--- config.mk ---
export PLATFORM = sky130hd
export DESIGN_NAME = debug_gpr_trace
export DESIGN_NICKNAME = d
export VERILOG_FILES = /design/src/rtl/debug_pkg.sv /design/src/rtl/debug_trace_buf.sv /design/src/rtl/debug_gpr_trace.sv
export SDC_FILE = /design/constraint.sdc
export NUM_CORES = 2
export LEC_CHECK = 0
export ABC_AREA = 1
export CORE_MARGIN = 2
export CORE_UTILIZATION = 40
export DETAILED_ROUTE_END_ITERATION = 16
export PLACE_DENSITY_LB_ADDON = 0.2
export REMOVE_ABC_BUFFERS = 1
export SKIP_CTS_REPAIR_TIMING = 1
export SYNTH_ARGS = -nofsm -noshare
export SYNTH_HDL_FRONTEND = slang
export SYNTH_SLANG_ARGS = --single-unit
--- constraint.sdc ---
create_clock -name clk -period 2 [get_ports clk]
set_input_delay 0.4 -clock clk [delete_from_list [all_inputs] [get_ports clk]]
set_output_delay 0.4 -clock clk [all_outputs]
set_load 0.005 [all_outputs]
--- src/rtl/debug_pkg.sv ---
// Shared types and constants for the GPR write-trace debug unit.
package debug_pkg;

  localparam int unsigned ARCH_WIDTH_DEF = 64;
  localparam int unsigned NUM_REGS_DEF   = 32;
  localparam int unsigned X0_IDX         = 0;

  typedef enum logic [1:0] {
    ST_IDLE   = 2'd0,
    ST_ARMED  = 2'd1,
    ST_POST   = 2'd2,
    ST_FROZEN = 2'd3
  } trace_state_e;

  typedef struct packed {
    logic [$clog2(NUM_REGS_DEF)-1:0] addr;
    logic [ARCH_WIDTH_DEF-1:0]       data;
  } trace_entry_t;

  // x0 is hardwired to zero, so writes to it carry no information.
  function automatic logic is_recordable(input logic en, input int unsigned idx);
    return en && (idx != X0_IDX);
  endfunction

endpackage

--- src/rtl/debug_trace_buf.sv ---
// Flop-based circular trace buffer; a push into a full buffer drops the oldest entry.
module debug_trace_buf #(
  parameter int unsigned W     = 69,
  parameter int unsigned DEPTH = 16
) (
  input  logic                   clk,
  input  logic                   rst_n,
  input  logic                   clr,
  input  logic                   push,
  input  logic                   pop,
  input  logic [W-1:0]           din,
  output logic [W-1:0]           head_c,
  output logic [$clog2(DEPTH):0] level,
  output logic                   wrapped
);

  localparam int unsigned PW = $clog2(DEPTH);

  logic [W-1:0]  mem [DEPTH];
  logic [PW-1:0] wr_ptr;
  logic [PW-1:0] rd_ptr;
  logic          full_c;

  assign full_c = (level == (PW+1)'(DEPTH));
  assign head_c = mem[rd_ptr];

  always_ff @(posedge clk or negedge rst_n) begin
    if (!rst_n) begin
      for (int i = 0; i < int'(DEPTH); i++) mem[i] <= '0;
    end else if (push && !clr) begin
      mem[wr_ptr] <= din;
    end
  end

  // Overwrite keeps level pinned at DEPTH and drags the read pointer along.
  always_ff @(posedge clk or negedge rst_n) begin
    if (!rst_n) begin
      wr_ptr  <= '0;
      rd_ptr  <= '0;
      level   <= '0;
      wrapped <= 1'b0;
    end else if (clr) begin
      wr_ptr  <= '0;
      rd_ptr  <= '0;
      level   <= '0;
      wrapped <= 1'b0;
    end else if (push) begin
      wr_ptr <= wr_ptr + PW'(1);
      if (full_c) begin
        rd_ptr  <= rd_ptr + PW'(1);
        wrapped <= 1'b1;
      end else begin
        level <= level + (PW+1)'(1);
      end
    end else if (pop && (level != '0)) begin
      rd_ptr <= rd_ptr + PW'(1);
      level  <= level - (PW+1)'(1);
    end
  end

endmodule

--- src/rtl/debug_gpr_trace.sv ---
// GPR write-port snooper: records committed writes, freezes on a masked trigger
// plus a post-trigger window, then streams the trace out oldest-first.
module debug_gpr_trace
  import debug_pkg::*;
#(
  parameter int unsigned ARCH_WIDTH = ARCH_WIDTH_DEF,
  parameter int unsigned NUM_REGS   = NUM_REGS_DEF,
  parameter int unsigned DEPTH      = 16
) (
  input  logic                        clk,
  input  logic                        rst_n,
  input  logic                        wr_en,
  input  logic [$clog2(NUM_REGS)-1:0] wr_addr,
  input  logic [ARCH_WIDTH-1:0]       wr_data,
  input  logic                        arm,
  input  logic                        abort,
  input  logic [$clog2(NUM_REGS)-1:0] trig_addr,
  input  logic [ARCH_WIDTH-1:0]       trig_value,
  input  logic [ARCH_WIDTH-1:0]       trig_mask,
  input  logic [$clog2(DEPTH)-1:0]    post_count,
  output logic                        rd_valid,
  input  logic                        rd_ready,
  output logic [$clog2(NUM_REGS)-1:0] rd_addr,
  output logic [ARCH_WIDTH-1:0]       rd_data,
  output logic                        rd_last,
  output logic [1:0]                  state,
  output logic                        wrapped,
  output logic [$clog2(DEPTH):0]      level
);

  localparam int unsigned AW = $clog2(NUM_REGS);
  localparam int unsigned PW = $clog2(DEPTH);
  localparam int unsigned EW = AW + ARCH_WIDTH;

  trace_state_e  state_q, state_d;
  logic [PW-1:0] rem_q, rem_d;
  logic          rec_c, hit_c;
  logic          clr_c, push_c, pop_c;
  logic [EW-1:0] head_c;

  assign rec_c = is_recordable(wr_en, 32'(wr_addr));
  assign hit_c = rec_c && (wr_addr == trig_addr) &&
                 (((wr_data ^ trig_value) & trig_mask) == '0);

  debug_trace_buf #(
    .W     (EW),
    .DEPTH (DEPTH)
  ) u_buf (
    .clk     (clk),
    .rst_n   (rst_n),
    .clr     (clr_c),
    .push    (push_c),
    .pop     (pop_c),
    .din     ({wr_addr, wr_data}),
    .head_c  (head_c),
    .level   (level),
    .wrapped (wrapped)
  );

  assign rd_valid = (state_q == ST_FROZEN) && (level != '0);
  assign rd_last  = rd_valid && (level == (PW+1)'(1));
  assign rd_addr  = head_c[EW-1:ARCH_WIDTH];
  assign rd_data  = head_c[ARCH_WIDTH-1:0];
  assign state    = state_q;

  always_ff @(posedge clk or negedge rst_n) begin
    if (!rst_n) begin
      state_q <= ST_IDLE;
      rem_q   <= '0;
    end else begin
      state_q <= state_d;
      rem_q   <= rem_d;
    end
  end

  // Abort wins over everything; hits after the trigger only count down the window.
  always_comb begin
    state_d = state_q;
    rem_d   = rem_q;
    clr_c   = 1'b0;
    push_c  = 1'b0;
    pop_c   = 1'b0;
    if (abort) begin
      state_d = ST_IDLE;
      clr_c   = 1'b1;
    end else begin
      case (state_q)
        ST_IDLE: begin
          if (arm) begin
            state_d = ST_ARMED;
            clr_c   = 1'b1;
          end
        end
        ST_ARMED: begin
          push_c = rec_c;
          if (hit_c) begin
            if (post_count == '0) begin
              state_d = ST_FROZEN;
            end else begin
              state_d = ST_POST;
              rem_d   = post_count;
            end
          end
        end
        ST_POST: begin
          push_c = rec_c;
          if (rec_c) begin
            rem_d = rem_q - PW'(1);
            if (rem_q == PW'(1)) state_d = ST_FROZEN;
          end
        end
        ST_FROZEN: begin
          pop_c = rd_valid && rd_ready;
          if (pop_c && rd_last) state_d = ST_IDLE;
        end
        default: state_d = ST_IDLE;
      endcase
    end
  end

endmodule

## Word level (Yosys, flattened, before mapping)

Cells that the tools add are included.

| operators by class | value |
|---|---|
| add/subtract/negate cells | 5 |
| magnitude comparators | 3 |
| equality and inequality tests | 17 |
| multiplexer cells | 38 |
| bitwise gates (word level) | 5 |
| reduce and logical (&&, ||, !) cells | 26 |

Operator list:

| kind | count |
|---|---|
| $bwmux W1104 | 1 |
| $bmux W69 S4 | 1 |
| $demux W69 S4 | 1 |
| $mux W69 | 3 |
| $and A64 B64 Y64 | 1 |
| $logic_not A64 Y1 | 1 |
| $xor A64 B64 Y64 | 1 |
| $mux W4 | 9 |
| $mux W5 | 4 |
| $mux W2 | 6 |
| $ne A3 B3 Y1 const B | 4 |
| $mux W1 | 11 |
| $ge A5 B5 Y1 const B | 2 |
| $logic_and A1 B1 Y1 | 10 |
| $not A4 Y5 | 2 |
| $reduce_and A5 Y1 | 2 |
| $reduce_bool A5 Y1 | 2 |
| $ne A3 B2 Y1 const B | 3 |
| $add A4 B1 Y4 const B | 2 |
| $pmux W2 S4 | 1 |
| $pmux W4 S2 | 1 |
| $ne A2 B2 Y1 const B | 3 |
| $reduce_and A2 Y1 | 3 |
| $reduce_bool A2 Y1 | 3 |
| 16 further kinds | 17 |

| storage, ports and cells | value |
|---|---|
| bits in registers | 1,124 |
| word-level logic and storage cells | 116 |

## Logic depth before layout (Yosys ltp)

| logic depth | value |
|---|---|
| depth in word-level cells | 9 |
| mapped depth | 15 |

## Cells and area by module

Synthesis repeated with hierarchy kept, for this count alone.

| second synthesis, totals | value |
|---|---|
| cell total of the unflattened synthesis | 6,699 |
| area total of the unflattened synthesis | 52,507.9 µm² |

By module, submodules not included:

| module | times used | cells an instance | area an instance (µm²) | sequential area each (µm²) |
|---|---|---|---|---|
| debug_trace_buf | 1 | 6,266 | 50,458.4 | 27,976.8 |
| debug_gpr_trace | 1 | 433 | 2,049.5 | 150.1 |

## Least setup slack after synthesis

No wires, ideal clock.

| timing path | value |
|---|---|
| path kind | register to register |
| start point | register state_q[0] (netlist: state[0]) |
| end point | register u_buf.mem[11] (netlist bit) |
| library setup time | 125 ps |
| arrival time | 2,092 ps |
| path slack | -217 ps |
| cell stages (with the launch flop) | 8 |
| path buffers | 1 |
| cell sequence | dfrtp_1 > inv_1 > ha_1 > a21oi_2 > inv_1 > nor3_4 > buf_6 > mux2_2 |

| between the ends | value |
|---|---|
| word-level cells in the longest chain between the ends | 5 |

Ends and longest elaborated chain:

| what | line | text |
|---|---|---|
| start, declared | debug_gpr_trace.sv:35 | `trace_state_e state_q, state_d;` |
| start signal, assigned | debug_gpr_trace.sv:71 | `state_q <= state_d;` |
| $eq A2 B2 Y1, or another cell as far along | debug_gpr_trace.sv:87 | `case (state_q)` |
| $reduce_or A2 Y1 (no line) / $mux W1 (equally long branches) | n/a |  |
| $mux W1 (on tied branches) | debug_gpr_trace.sv:87, debug_gpr_trace.sv:83 |  |
| $mux W1 / $logic_not A1 Y1 (equally long branches) | debug_gpr_trace.sv:83, debug_trace_buf.sv:30 |  |
| $logic_and A1 B1 Y1 * | debug_trace_buf.sv:30 | `end else if (push && !clr) begin` |
| end signal, assigned by index | debug_trace_buf.sv:31 | `mem[wr_ptr] <= din;` |
| end, declared | debug_trace_buf.sv:19 | `logic [W-1:0] mem [DEPTH];` |

Mark *: on every way between the ends. The rest lies on a longest branch, timed or not.
A chain may end at the register's enable or synchronous reset.

## Final worst setup path

| timing path | value |
|---|---|
| start point | register u_buf.rd_ptr[0] |
| end point | output port rd_data[27] |

| between the ends | value |
|---|---|
| word-level cells in the longest chain between the ends | 4 |

Ends and longest elaborated chain:

| what | line | text |
|---|---|---|
| start, declared | debug_trace_buf.sv:21 | `logic [PW-1:0] rd_ptr;` |
| start signal, assigned | debug_trace_buf.sv:50 | `rd_ptr <= rd_ptr + PW'(1);` |
| start signal, assigned | debug_trace_buf.sv:56 | `rd_ptr <= rd_ptr + PW'(1);` |
| $not A4 Y5 (implied by the code) | debug_trace_buf.sv:25 | `assign head_c = mem[rd_ptr];` |
| $bmux W69 S4 | debug_trace_buf.sv:25 |  |
| $mux W69 (implied by the code) (2 in a row) | debug_trace_buf.sv:25 |  |
| end, declared | debug_gpr_trace.sv:24 | `output logic [ARCH_WIDTH-1:0] rd_data,` |

Every way passes these cells. The select of a mux whose other input is x is not followed.

==> out/qor.yml <==
skew_ns: 0.01693
grt_max_degree: 74
cts-root-buf: "clkbuf_16"
path_cells: "inv_8, buf_12, buf_12, o21ai_0, nand3_1, nand3_1, nand2_1, clkdlybuf4s50_1"
worst_ep_required_time_ns: 1.60
combPwrFrac: 0.335
hold_violations: 0
path_delay_family: "buffers and inverters"
netlist_area_mm2: 0.05361
synthCells: 6485
synth-simple-area-share: 0.1376
violations: "setup timing"
p_switching_mw: 23.65
power_density_mw_per_mm2: 1065
startpoint: "u_buf.rd_ptr[0]"
start_util: 0.4022
synth_mux_area_frac: 0.04114
vias: 45570
cts_buffers: 121
tightest_slew_ns: 0.5585
die_x_um: 370.1
grt_pass1_vias: 43950
ios: 291
cp-end-kind: "output port"
final_cell_mix: "o21ai_0, dfrtp_1, nand2_1, a21oi_1, inv_1"
reg2reg_from: "state[0]"
synth_adder_area_share: 0.003734
pwr-share-seq: 0.341
drv_slew: 0
gr-total-overflow: 0
p_leak_nw: 32.17
insertion_delay_ns: 0.75
die_h_um: 370.1
synth_top_family_by_area: "compound AO/OA/AOI/OAI gates"
cts_tree: "done"
synth_xor_area_frac: 0.001307
clk_pin_slew_ns: 0.06
switching_share: 0.3304
reg2reg_setup_slack_ns: -0.37
startpoint_type: "flop"
cts_buffer_depth: 3
layout-drive-gt1-share: 0.1401
synth_edf_count: 0
dpl_cell_area_mm2: 0.06273
cp.depth: 8
avgSynthCellArea_um2: 8.267
yosys_most_used_dff: "dfrtp_1"
io_buffers: 290
crit_type: "reg -> out"
whs_ns: 0.2010
vias_per_cell: 5.208
endpoint: "rd_data[27]"
intPower_mw: 47.94
num_rows: 134
cap_violations: 0
irDropWorstVdd_uv: 811.9
synth_compound_area_frac: 0.1920
antenna_found_initial: 3
critPathMaxStageDelay_ns: 0.58
cp_max_fo: 31
drc: 0
dp.cells: 8517
async_reset_ff_frac: 1.000
yosysWarnings: 0
diodes: 0
cp_num_buf_inv: 4
clkSinkCount: 1124
place_congestion: 0.8222
seq_area_frac_synth: 0.5246
layout_setup_ws_ns: -1.329
syn_to_final_growth_pct: 25.33
slew_headroom: 0.6276
drtPass1Iterations: 5
worstHoldPathType: "in -> async"
dieArea_mm2: 0.1370
grt_setup_unrepaired: "true"
postLayoutCellArea_mm2: 0.06719
h-tree-depth: 3
final_cells: 8749
outcome: "complete, but fails checks"
finalCriticalPeriod_ns: 3.329
clock_power_share: 0.324
setup_violations: 1180
core_region_area_mm2: 0.1333
yosys.cell_types.count: 38
max_freq_ghz: 0.3004
wl_per_cell_um: 19.61
drt_iter0_markers: 4201
grt_usage: 0.2484
wl_mm: 171.6
fin_nets: 7109
fin_crit_sh: 1.665
ant_nets: 0
grt_pass1_wl_mm: 263.7
arrival_ns: 2.93
total_power_mw: 71.59
synth_seq_cells: 1124
slowest_stage: "dfrtp_4"
place_hpwl_mm: 113.1
utilization: 0.5041
timing.rr.end: "u_buf.mem[1003]"
final_common_cell: "o21ai_0"
r2r_cells: 9
==> power by group through the flow <==
| stage | clock (mW) | sequential (mW) | combinational (mW) |
|---|---|---|---|
| 3_5_place_dp | 0 | 24.8 | 23.4 |
| 6_report | 23.2 | 24.4 | 24.0 |
| 4_1_cts | 23.6 | 24.4 | 23.5 |
| 3_3_place_gp | 0 | 24.8 | 23.3 |
| 2_1_floorplan | 0 | 25.2 | 6.83 |
| 5_1_grt | 24.5 | 24.5 | 26.4 |
==> through the flow <==
stage,setup WS [ns],TNS (ns)
after floorplan,-23.52,-4843.20
after global placement,-1.272,-637.23
after detailed placement,-1.293,-665.14
after CTS,-1.374,-358.21
after global routing,-1.447,-476.40
final,-1.329,-344.09
==> kinds of logic (layout without fill, tap and decap cells) <==
group / count (synthesis) / in the layout
flip-flops: 1124 / 1124
AO/OA/AOI/OAI: 2054 / 2054
AND/OR/NAND/NOR: 1763 / 1763
buffers and inverters: 1324 / 1820
XOR/XNOR: 8 / 8
adder cells (fa/ha/maj): 16 / 16
multiplexers: 196 / 196
==> area by class of cell <==
class / count / area, um^2
clock inverter: 54 / 584.3
inverter: 770 / 2913
sequential: 1124 / 28140
fill: 12420 / 66100
clock buffer: 169 / 3510
multi-input combinational: 4037 / 20340
tap: 1768 / 2212
timing repair buffer: 827 / 9489
==> synth_stat cells (2+ instances only) <==
master | count | share of area
buf_6 | 4 | 0.00084
buf_1 | 56 | 0.0039
ha_1 | 16 | 0.0037
mux2_2 | 171 | 0.036
mux2_1 | 24 | 0.0050
nor4_2 | 3 | 0.00070
o21ai_0 | 1242 | 0.12
clkinv_1 | 30 | 0.0021
nor2_2 | 2 | 0.00023
a21oi_1 | 803 | 0.075
clkbuf_1 | 305 | 0.021
nand2_2 | 3 | 0.00035
nand3_1 | 465 | 0.043
nand2_1 | 931 | 0.065
buf_4 | 35 | 0.0049
dfrtp_1 | 1124 | 0.52
nor2_8 | 4 | 0.0015
xnor2_1 | 4 | 0.00065
o22ai_1 | 2 | 0.00023
inv_1 | 738 | 0.052
buf_2 | 153 | 0.014
inv_2 | 2 | 0.00014
o21ai_1 | 3 | 0.00028
nor2_4 | 2 | 0.00042
xor2_1 | 4 | 0.00065
nor3b_1 | 2 | 0.00028
nor3_1 | 5 | 0.00047
or2_2 | 6 | 0.00070
nand4_1 | 4 | 0.00047
nor2_1 | 334 | 0.023
==> state kept, by name, indices dropped and copies added, names as in the netlist <==
| signal | flops |
|---|---|
| u_buf.level | 5 |
| state | 2 |
| u_buf.wrapped | 1 |
| rem_q | 4 |
| u_buf.wr_ptr | 4 |
| u_buf.rd_ptr | 4 |
| u_buf.mem | 1104 |
==> worst min path at each step <==
stage	slack, ns	to
floorplan	0.10	rem_q[0]
global placement	0.38	u_buf.mem[782]
detailed placement	0.38	u_buf.mem[460]
CTS	-0.43	u_buf.mem[460]
global route	0.21	u_buf.mem[460]
finish	0.20	u_buf.mem[460]
==> worst register-to-register path, cell delays in order, from the launching register on <==
cell and delay (ns):
dfrtp_1 0.36, inv_1 0.08, ha_1 0.22, a21oi_2 0.29, buf_4 0.18, nand2_4 0.15, buf_4 0.23, nor2_4 0.13
buf_4 0.40, o21ai_0 0.18
==> routing by layer <==
metal / vias to the layer above / share of wire / GRT usage
li1: 21990 / - / -
met1: 21990 / 0.46 / 0.3555
met2: 1354 / 0.45 / 0.3887
met3: 236 / 0.064 / 0.03808
met4: 4 / 0.027 / 0.07434
met5: - / 0.00013 / 0
(Power assumes the default switching activity.)
